## src/rtl/collision_scheduler_if.sv

```systemverilog
// Bullet-table port bundle for collision_scheduler.
// The scheduler (master) addresses one slot at a time and reads it back
// combinationally; it may also request that the addressed slot be cleared.
//
// Clear handshake: o_Clr_Req rises with o_Slot_Idx already stable and both stay
// unchanged until a rising clock edge samples i_Clr_Ack=1 while the request is
// high; that edge is the transfer. The request is low in the cycle after the
// transfer. i_Clr_Ack sampled while no request is pending has no effect, and
// an ack in the first request cycle is legal.
interface collision_scheduler_if #(
    parameter int IDX_W = 3
);
    logic [IDX_W-1:0] o_Slot_Idx;
    logic             i_Slot_Valid;
    logic [4:0]       i_Slot_x;
    logic [5:0]       i_Slot_y;
    logic             o_Clr_Req;
    logic             i_Clr_Ack;

    // Scheduler side
    modport master (
        output o_Slot_Idx,
        output o_Clr_Req,
        input  i_Slot_Valid,
        input  i_Slot_x,
        input  i_Slot_y,
        input  i_Clr_Ack
    );

    // Bullet-table side
    modport slave (
        input  o_Slot_Idx,
        input  o_Clr_Req,
        output i_Slot_Valid,
        output i_Slot_x,
        output i_Slot_y,
        output i_Clr_Ack
    );
endinterface

```

## src/rtl/collision_scheduler.sv

```systemverilog
// Frame-rate player / enemy-bullet collision scheduler.
// Once per frame tick it walks every bullet slot (one per clock) against the
// player position latched at the tick, asks the bullet table to clear each hit
// bullet, and maintains lives, post-hit invulnerability and game-over.
// o_Dbg_State exposes the scan FSM: 0 IDLE, 1 SCAN, 2 CLEAR, 3 DONE.
module collision_scheduler #(
    parameter int FRAME_CYCLES  = 800_000,
    parameter int NUM_SLOTS     = 8,
    parameter int IDX_W         = 3,
    parameter int INIT_LIVES    = 3,
    parameter int INVULN_FRAMES = 2
) (
    input  logic                 i_Clk,
    input  logic                 i_Rst,
    input  logic                 i_Enable,
    input  logic [4:0]           i_Plyer_x,
    input  logic [5:0]           i_Plyer_y,
    collision_scheduler_if.master bt,
    output logic                 o_Hit,
    output logic [2:0]           o_Lives,
    output logic                 o_Game_Over,
    output logic                 o_Frame_Done,
    output logic                 o_Overrun,
    output logic [1:0]           o_Dbg_State
);

    localparam int CNT_W = (FRAME_CYCLES > 1) ? $clog2(FRAME_CYCLES) : 1;
    localparam int INV_W = (INVULN_FRAMES < 1) ? 1 : $clog2(INVULN_FRAMES + 1);

    localparam logic [CNT_W-1:0] CNT_LAST   = CNT_W'(FRAME_CYCLES - 1);
    localparam logic [IDX_W-1:0] IDX_LAST   = IDX_W'(NUM_SLOTS - 1);
    localparam logic [INV_W-1:0] INV_LOAD   = INV_W'(INVULN_FRAMES);
    localparam logic [2:0]       LIVES_INIT = 3'(INIT_LIVES);

    typedef enum logic [1:0] {
        ST_IDLE  = 2'd0,
        ST_SCAN  = 2'd1,
        ST_CLEAR = 2'd2,
        ST_DONE  = 2'd3
    } state_t;

    state_t           state_q;
    logic [CNT_W-1:0] cnt_q;
    logic [IDX_W-1:0] idx_q;
    logic [4:0]       px_q;
    logic [5:0]       py_q;
    logic             clr_req_q;
    logic             frame_done_q;
    logic             overrun_q;
    logic             hit_q;
    logic [2:0]       lives_q;
    logic             game_over_q;
    logic [INV_W-1:0] inv_q;
    logic             inv_loaded_q;   // invulnerability (re)loaded during this frame
    logic             lost_q;         // a life has already been taken this frame

    logic tick;
    logic slot_match;
    logic idx_last;
    logic take_life;
    logic ev_start;
    logic ev_match;
    logic ev_done;

    // The tick is a single cycle wide because the counter wraps on that same edge.
    assign tick       = i_Enable && (cnt_q == CNT_LAST);
    assign slot_match = bt.i_Slot_Valid && (bt.i_Slot_x == px_q) && (bt.i_Slot_y == py_q);
    assign idx_last   = (idx_q == IDX_LAST);
    assign take_life  = (inv_q == '0) && !lost_q && (lives_q != 3'd0);

    assign ev_start = (state_q == ST_IDLE) && tick && !game_over_q;
    assign ev_match = (state_q == ST_SCAN) && slot_match;
    assign ev_done  = (state_q == ST_DONE);

    // Frame counter: counts while enabled, holds its value while disabled.
    always_ff @(posedge i_Clk) begin
        if (i_Rst) begin
            cnt_q <= '0;
        end else if (i_Enable) begin
            if (cnt_q == CNT_LAST) begin
                cnt_q <= '0;
            end else begin
                cnt_q <= cnt_q + CNT_W'(1);
            end
        end
    end

    // Scan FSM: slot walk, clear request, latched player position, end-of-scan pulse.
    always_ff @(posedge i_Clk) begin
        if (i_Rst) begin
            state_q      <= ST_IDLE;
            idx_q        <= '0;
            px_q         <= '0;
            py_q         <= '0;
            clr_req_q    <= 1'b0;
            frame_done_q <= 1'b0;
        end else begin
            frame_done_q <= 1'b0;
            case (state_q)
                ST_IDLE: begin
                    if (ev_start) begin
                        state_q <= ST_SCAN;
                        idx_q   <= '0;
                        px_q    <= i_Plyer_x;
                        py_q    <= i_Plyer_y;
                    end
                end
                ST_SCAN: begin
                    if (slot_match) begin
                        state_q   <= ST_CLEAR;
                        clr_req_q <= 1'b1;
                    end else if (idx_last) begin
                        state_q      <= ST_DONE;
                        frame_done_q <= 1'b1;
                    end else begin
                        idx_q <= idx_q + IDX_W'(1);
                    end
                end
                ST_CLEAR: begin
                    // Address stays put until the table takes the clear.
                    if (bt.i_Clr_Ack) begin
                        clr_req_q <= 1'b0;
                        if (idx_last) begin
                            state_q      <= ST_DONE;
                            frame_done_q <= 1'b1;
                        end else begin
                            state_q <= ST_SCAN;
                            idx_q   <= idx_q + IDX_W'(1);
                        end
                    end
                end
                ST_DONE: begin
                    state_q <= ST_IDLE;
                    idx_q   <= '0;
                end
                default: begin
                    state_q <= ST_IDLE;
                end
            endcase
        end
    end

    // Lives, hit pulse, invulnerability and game-over bookkeeping.
    always_ff @(posedge i_Clk) begin
        if (i_Rst) begin
            hit_q        <= 1'b0;
            lives_q      <= LIVES_INIT;
            game_over_q  <= 1'b0;
            inv_q        <= '0;
            inv_loaded_q <= 1'b0;
            lost_q       <= 1'b0;
        end else begin
            hit_q <= 1'b0;
            if (ev_start) begin
                lost_q       <= 1'b0;
                inv_loaded_q <= 1'b0;
            end
            if (ev_match && take_life) begin
                lives_q      <= lives_q - 3'd1;
                hit_q        <= 1'b1;
                lost_q       <= 1'b1;
                inv_q        <= INV_LOAD;
                inv_loaded_q <= 1'b1;
                if (lives_q == 3'd1) begin
                    game_over_q <= 1'b1;
                end
            end
            // A frame that loaded invulnerability does not also count it down.
            if (ev_done && (inv_q != '0) && !inv_loaded_q) begin
                inv_q <= inv_q - INV_W'(1);
            end
        end
    end

    // Sticky overrun: a tick that finds the scan still busy is dropped, not queued.
    always_ff @(posedge i_Clk) begin
        if (i_Rst) begin
            overrun_q <= 1'b0;
        end else if (tick && (state_q != ST_IDLE)) begin
            overrun_q <= 1'b1;
        end
    end

    // The clear request is withdrawn as soon as reset is asserted, not one edge later.
    assign bt.o_Clr_Req  = clr_req_q && !i_Rst;
    assign bt.o_Slot_Idx = idx_q;

    assign o_Hit        = hit_q;
    assign o_Lives      = lives_q;
    assign o_Game_Over  = game_over_q;
    assign o_Frame_Done = frame_done_q;
    assign o_Overrun    = overrun_q;
    assign o_Dbg_State  = state_q;

endmodule
```

## src/flat_wrapper.sv

```systemverilog
// flat-port wrapper written by rule: the top's interface ports become plain ports
module collision_scheduler_flat 
#(
    parameter int FRAME_CYCLES  = 800_000,
    parameter int NUM_SLOTS     = 8,
    parameter int IDX_W         = 3,
    parameter int INIT_LIVES    = 3,
    parameter int INVULN_FRAMES = 2
)
  (i_Clk, i_Rst, i_Enable, i_Plyer_x, i_Plyer_y, o_Hit, o_Lives, o_Game_Over, o_Frame_Done, o_Overrun, o_Dbg_State, bt_o_Slot_Idx, bt_o_Clr_Req, bt_i_Slot_Valid, bt_i_Slot_x, bt_i_Slot_y, bt_i_Clr_Ack);
  collision_scheduler_if #(.IDX_W(IDX_W)) bt_i ();
  input  logic i_Clk;
  input  logic i_Rst;
  input  logic i_Enable;
  input  logic [4:0] i_Plyer_x;
  input  logic [5:0] i_Plyer_y;
  output logic o_Hit;
  output logic [2:0] o_Lives;
  output logic o_Game_Over;
  output logic o_Frame_Done;
  output logic o_Overrun;
  output logic [1:0] o_Dbg_State;
  output wire logic [$bits(bt_i.o_Slot_Idx)-1:0] bt_o_Slot_Idx;
  output wire logic [$bits(bt_i.o_Clr_Req)-1:0] bt_o_Clr_Req;
  input wire logic [$bits(bt_i.i_Slot_Valid)-1:0] bt_i_Slot_Valid;
  input wire logic [$bits(bt_i.i_Slot_x)-1:0] bt_i_Slot_x;
  input wire logic [$bits(bt_i.i_Slot_y)-1:0] bt_i_Slot_y;
  input wire logic [$bits(bt_i.i_Clr_Ack)-1:0] bt_i_Clr_Ack;
  assign bt_o_Slot_Idx = bt_i.o_Slot_Idx;
  assign bt_o_Clr_Req = bt_i.o_Clr_Req;
  assign bt_i.i_Slot_Valid = bt_i_Slot_Valid;
  assign bt_i.i_Slot_x = bt_i_Slot_x;
  assign bt_i.i_Slot_y = bt_i_Slot_y;
  assign bt_i.i_Clr_Ack = bt_i_Clr_Ack;
  collision_scheduler #(.FRAME_CYCLES(FRAME_CYCLES), .NUM_SLOTS(NUM_SLOTS), .IDX_W(IDX_W), .INIT_LIVES(INIT_LIVES), .INVULN_FRAMES(INVULN_FRAMES)) u_core (.i_Clk(i_Clk), .i_Rst(i_Rst), .i_Enable(i_Enable), .i_Plyer_x(i_Plyer_x), .i_Plyer_y(i_Plyer_y), .bt(bt_i), .o_Hit(o_Hit), .o_Lives(o_Lives), .o_Game_Over(o_Game_Over), .o_Frame_Done(o_Frame_Done), .o_Overrun(o_Overrun), .o_Dbg_State(o_Dbg_State));
endmodule
```

## config.mk

```make
export PLATFORM = sky130hd
export DESIGN_NAME = collision_scheduler_flat
export DESIGN_NICKNAME = d
export VERILOG_FILES = /design/src/rtl/collision_scheduler_if.sv /design/src/rtl/collision_scheduler.sv /design/src/flat_wrapper.sv
export SDC_FILE = /design/constraint.sdc
export NUM_CORES = 1
export LEC_CHECK = 0
export BUFFER_PORTS_ARGS = -buffer_cell sky130_fd_sc_hd__buf_2
export CORE_MARGIN = 4
export CORE_UTILIZATION = 60
export DETAILED_ROUTE_END_ITERATION = 8
export GPL_ROUTABILITY_DRIVEN = 0
export PLACE_DENSITY = 0.84
export REMOVE_ABC_BUFFERS = 1
export SLEW_MARGIN = 0
export SYNTH_ARGS = -nofsm -noshare
export SYNTH_HDL_FRONTEND = slang
export SYNTH_SLANG_ARGS = --single-unit
```

## constraint.sdc

```tcl
create_clock -name i_Clk -period 4.9 [get_ports i_Clk]
set_clock_uncertainty 0.15 [all_clocks]
set_input_delay 0.245 -clock i_Clk [delete_from_list [all_inputs] [get_ports i_Clk]]
set_output_delay 0.245 -clock i_Clk [all_outputs]
set_load 0.005 [all_outputs]
```

# Word level (Yosys, flattened, before mapping)
# Index checks and enable logic that the tools add are counted.
[word_totals]
romBits = 0
mem_bits_rw = 0
out_inout_bits = 13
regBits = 47
latchBits = 0
inputBits = 27
memories = 0
wordCells = 83
[op_classes]
bitwise_logic = 0
shifts = 0
reduce_logical = 29
add_sub_neg = 4
div_mod_pow = 0
n_lt_le_gt_ge = 0
eq_ne = 13
muxes = 24
n_mul = 0
[ops]
columns = ["op", "count"]
rows = [
  ["$add 20x1->20 const B", 1],
  ["$eq 20x20->1 const B", 1],
  ["$mux 20", 1],
  ["$mux 2", 7],
  ["$logic_and 1x1->1", 13],
  ["$mux 3", 4],
  ["$pmux 3 s4", 1],
  ["$reduce_bool 2->1", 5],
  ["$reduce_and 3->1", 3],
  ["$mux 1", 8],
  ["$pmux 2 s4", 1],
  ["$eq 6x6->1", 1],
  ["$eq 5x5->1", 1],
  ["$eq 2x2->1 const B", 2],
  ["$logic_not 2->1", 2],
  ["$ne 2x1->1 const B", 2],
  ["$ne 2x2->1 const B", 2],
  ["$pmux 1 s2", 2],
  ["$reduce_and 2->1", 2],
  ["$add 3x1->3 const B", 1],
  ["$eq 3x1->1 const B", 1],
  ["$eq 3x3->1 const B", 1],
  ["$logic_not 1->1", 3],
  ["$ne 3x1->1 const B", 1],
  ["other kinds (4)", 4],
]

# Logic depth before layout (Yosys ltp)
[depth]
word_depth = 7
ltp_mapped = 8
mapped_depth_nobuf = 7

# Worst setup path before layout
# No wires, ideal clock.
[synth_path]
kind = "register to register"
start = "register u_core.cnt_q[0]"
end = "register u_core.state_q[1] (netlist: u_core.o_Dbg_State[1])"
arrival_ps = 1799
synth_period_minus_slack_ps = 2071
required_time_ps = 4628
n_path_buf = 1
setup_ps = 122
slack_ps = 2829
path_stages_with_launch = 7
cell_sequence = "dfxtp_1 > ha_1 > nand2_1 > or3_4 > buf_6 > o31a_1 > o311a_1"
[synth_via]
elab_chain_cells = 6
[synth_lines]
columns = ["element", "line", "source"]
rows = [
  ["start: declaration", "collision_scheduler.sv:43", "logic [CNT_W-1:0] cnt_q;"],
  ["start signal: assignment", "collision_scheduler.sv:83", "cnt_q <= cnt_q + CNT_W'(1);"],
  ["$eq 20x20->1", "collision_scheduler.sv:66", "assign tick = i_Enable && (cnt_q == CNT_LAST);"],
  ["$logic_and 1x1->1", "collision_scheduler.sv:66", ""],
  ["$logic_and 1x1->1 (2 in series)", "collision_scheduler.sv:71", "assign ev_start = (state_q == ST_IDLE) && tick && !game_over_q;"],
  ["$ne 2x1->1 (no source line)", "--", ""],
  ["$reduce_and 3->1 (no source line)", "--", ""],
  ["end signal: assignment", "collision_scheduler.sv:91", "state_q <= ST_IDLE;"],
  ["end signal: assignment", "collision_scheduler.sv:102", "state_q <= ST_SCAN;"],
  ["end signal: assignment", "collision_scheduler.sv:110", "state_q <= ST_CLEAR;"],
  ["end: declaration", "collision_scheduler.sv:42", "state_t state_q;"],
]
# No other way between the ends.
# A chain may end at the register's enable or synchronous reset.

# Worst setup path in the final report
[layout_path]
start = "register u_core.cnt_q[0]"
end = "register u_core.px_q[0]"
[layout_via]
elab_chain_cells = 5
[layout_lines]
columns = ["element", "line", "source"]
rows = [
  ["$eq 20x20->1", "collision_scheduler.sv:66", ""],
  ["$logic_and 1x1->1", "collision_scheduler.sv:66", ""],
  ["$logic_and 1x1->1 (2 in series)", "collision_scheduler.sv:71", ""],
  ["$reduce_and 2->1 (no source line)", "--", ""],
  ["end signal: assignment", "collision_scheduler.sv:104", "px_q <= i_Plyer_x;"],
  ["end: declaration", "collision_scheduler.sv:45", "logic [4:0] px_q;"],
]
# No other way between the ends.

==> flow_summary.yaml <==
finish:
  final_common_cell: "dfxtp_1"
  area_growth_pct: 13.1
  layout_common_cells: "dfxtp_1, buf_2, nor2_1"
  fin_nets: 339
  num_antenna_cells: 0
  fill_cells: 320
  drive_above_1_share: 0.183
route:
  drt_wl_total_um: 4580
  firstDrtPassIters: 6
  drt_iter0_drc: 116
  wl_per_cell_um: 13.1
  via_per_inst: 5.59
  final_antenna_net_count: 0
  num_vias: 1951
  drcViolationCount: 0
worst_setup_path:
  crit_path_end_kind: "register"
  max_stage_delay_ns: 0.48
  rrSetupSlack_ns: 2.69
  cp_max_fo: 12
  crit_arrival_ns: 2.23
  reg2regPathDepth: 7
  reg2reg_to: "u_core.px_q[0]$_SDFFE_PP0P_"
  cp_top_family: "simple AND/OR/NAND/NOR gates"
  required_ns: 4.92
  timing_worst_setup_path_type: "register to register"
  r2r-start: "u_core.cnt_q[0]$_SDFFE_PP0P_"
  worstPathCellList: "ha_1 -> nand2_1 -> or3_4 -> nor4_2 -> buf_4 -> mux2i_1 -> nor2_1"
  startpoint_type: "register"
  critPathSlowestCell: "or3_4"
  cp_num_buf_inv: 1
timing:
  rsz0062_at_grt: "no"
  fmax_ghz: 0.453
  relSlewSlack: 0.547
  tightest_slew_ns: 0.680
  hold_viol: 0
  slew_violations: 0
  setup_violations: 0
  fin_tns_setup_ns: 0
  period_share: 0.451
  fin_ws_ns: 2.69
  final.min_clock_period_ns: 2.21
synthesis:
  synth_edf_count: 0
  synth_area_mm2: 0.00234
  ys_seq_area_frac: 0.401
  synth.avg_cell_area_um2: 8.94
  yosys_warnings: 0
  synth-main-ff-cell: "dfxtp_1"
  synthesis.instances: 262
  async_flop_share: 0
  ys_seq_elements: 47
  ys_types: 47
floorplanning:
  die_area_mm2: 0.00497
  pin_count: 40
  rows: 22
  core-area_mm2: 0.00372
  start_util: 0.631
  die_h_um: 70.5
  die_x_um: 70.5
power_and_ir_drop:
  peakVddDrop_mv: 0.187
  p_leak_nw: 1.00
  total_power_w: 0.000765
  p_per_area_mw_per_mm2: 289
worst_hold_path:
  hold_end: "u_core.py_q[2]$_SDFFE_PP0P_"
  holdCritStartpoint: "i_Plyer_y[2]"
  min_path_cells: 3
  hold_class: "input port to register"
cts:
  clkSinkCount: 47
  postCtsSetupBuffers: 0
  postCtsHoldBufs: 0
  cts-buffers-inserted: 5
  insertion_delay_ns: 0.30
  cts_max_level: 2
  cts_buffer_depth: 2
  clockRootBuffer: "clkbuf_8"
  clk_pin_slew_ns: 0.08
  cts_resized: 0
  cts_tree: "built"
place:
  numPortBuffers: 39
  place_hpwl_um: 3490
  dpl_worst_slack_ns: 2.68
grt:
  track_usage: 0.198
  gr-total-overflow: 0
  grt_pass1_vias: 1805
  grt_pass1_wl_um: 7950
  grt_max_degree: 30
  grt_antenna_before_repair: 0
outcome:
  outcome: "finished, final reports clean"
job:
  drv_cap: 0
[cells by family after synthesis]
| logic type | count (synthesis) | share of synthesized area |
|---|---|---|
| multiplexers | 13 | 0.0566 |
| AO/OA/AOI/OAI | 35 | 0.102 |
| XOR/XNOR | 28 | 0.105 |
| buffers and inverters | 22 | 0.0406 |
| AND/OR/NAND/NOR | 106 | 0.236 |
| adder cells (fa/ha/maj) | 11 | 0.0587 |
| flip-flops | 47 | 0.401 |
[sequential cells by signal, summed over array words and instances (netlist names)]
signal                cells
u_core.px_q               5
u_core.cnt_q             20
u_core.o_Frame_Done       1
u_core.o_Game_Over        1
u_core.o_Hit              1
u_core.clr_req_q          1
u_core.bt.o_Slot_Idx      3
u_core.o_Dbg_State        2
u_core.inv_q              2
u_core.o_Lives            3
u_core.py_q               6
u_core.o_Overrun          1
u_core.inv_loaded_q       1
[report_power, final]
part	switching (W)	internal [W]	leakage [nW]	total, W
Clock	0.000123	0.000111	0.0470	0.000234
Sequential	0.0000108	0.000390	0.379	0.000401
Combinational	0.0000753	0.0000549	0.575	0.000130
[layer usage]
layer / routed length, µm / track usage / share of wire
met1: 2100 / 0.252 / 0.46
met2: 2190 / 0.316 / 0.48
met3: 211 / 0.0475 / 0.046
met4: 82 / 0.0872 / 0.018
met5: 0 / 0 / 0
[final cells by class]
| class | instances | area (µm²) | share of cell area |
|---|---|---|---|
| clock inverter | 1 | 5.00 | 0.00189 |
| tap | 48 | 60.1 | 0.0227 |
| inverter | 14 | 52.6 | 0.0198 |
| multi-input combinational | 193 | 1310 | 0.493 |
| clock buffer | 6 | 82.6 | 0.0311 |
| sequential | 47 | 941 | 0.355 |
| timing repair buffer | 40 | 203 | 0.0765 |
[synth_stat cells (2+ instances only)]
cell      instances  area share
nand4_1           9       0.024
and4_1            5       0.019
nor2b_1           2      0.0053
and3_1            2      0.0053
o31ai_1           2      0.0064
dfxtp_1          47        0.40
inv_1            14       0.022
mux2_2            2      0.0096
clkbuf_1          4      0.0064
a31oi_1           2      0.0053
ha_1             11       0.059
nand3_1           7       0.015
nor3_1            8       0.017
a21oi_1          10       0.021
xor2_1            4       0.015
nand2_1          17       0.027
nor4bb_1          2      0.0085
nor2_1           38       0.061
mux2i_1          11       0.047
o21ai_0          10       0.021
xnor2_1          24       0.090
nand2b_1          5       0.013
or3_1             2      0.0053
[metrics by stage]
step / cells / utilization / cell area [µm²] / hold slack [ns]
after floorplan: 254 / - / 2300 / 0.164
after global placement: 342 / 0.690 / 2560 / 0.297
after detailed placement: 342 / 0.690 / 2560 / 0.312
after CTS: 349 / 0.713 / 2650 / 0.0283
after global routing: 349 / 0.713 / 2650 / 0.0226
final: 349 / 0.713 / 2650 / 0.0285
[how the worst max path moves through the flow]
stage                                            start                           to  slack (ns)  cells after the start
after floorplan           u_core.cnt_q[0]$_SDFFE_PP0P_  u_core.px_q[0]$_SDFFE_PP0P_        2.26                      6
after detailed placement  u_core.cnt_q[0]$_SDFFE_PP0P_  u_core.px_q[0]$_SDFFE_PP0P_        2.68                      7
after global routing      u_core.cnt_q[0]$_SDFFE_PP0P_  u_core.py_q[0]$_SDFFE_PP0P_        2.53                      7
after CTS                 u_core.cnt_q[0]$_SDFFE_PP0P_  u_core.px_q[0]$_SDFFE_PP0P_        2.67                      7
after global placement    u_core.cnt_q[0]$_SDFFE_PP0P_  u_core.py_q[3]$_SDFFE_PP0P_        2.79                      7
final                     u_core.cnt_q[0]$_SDFFE_PP0P_  u_core.px_q[0]$_SDFFE_PP0P_        2.69                      7
[worst reg2reg max path: stages, from the launching register on]
cell     delay, ns
dfxtp_1       0.37
ha_1          0.20
nand2_1       0.09
or3_4         0.48
nor4_2        0.22
buf_4         0.27
mux2i_1       0.23
nor2_1        0.06
Note: power is estimated with default switching activity, not from simulation.
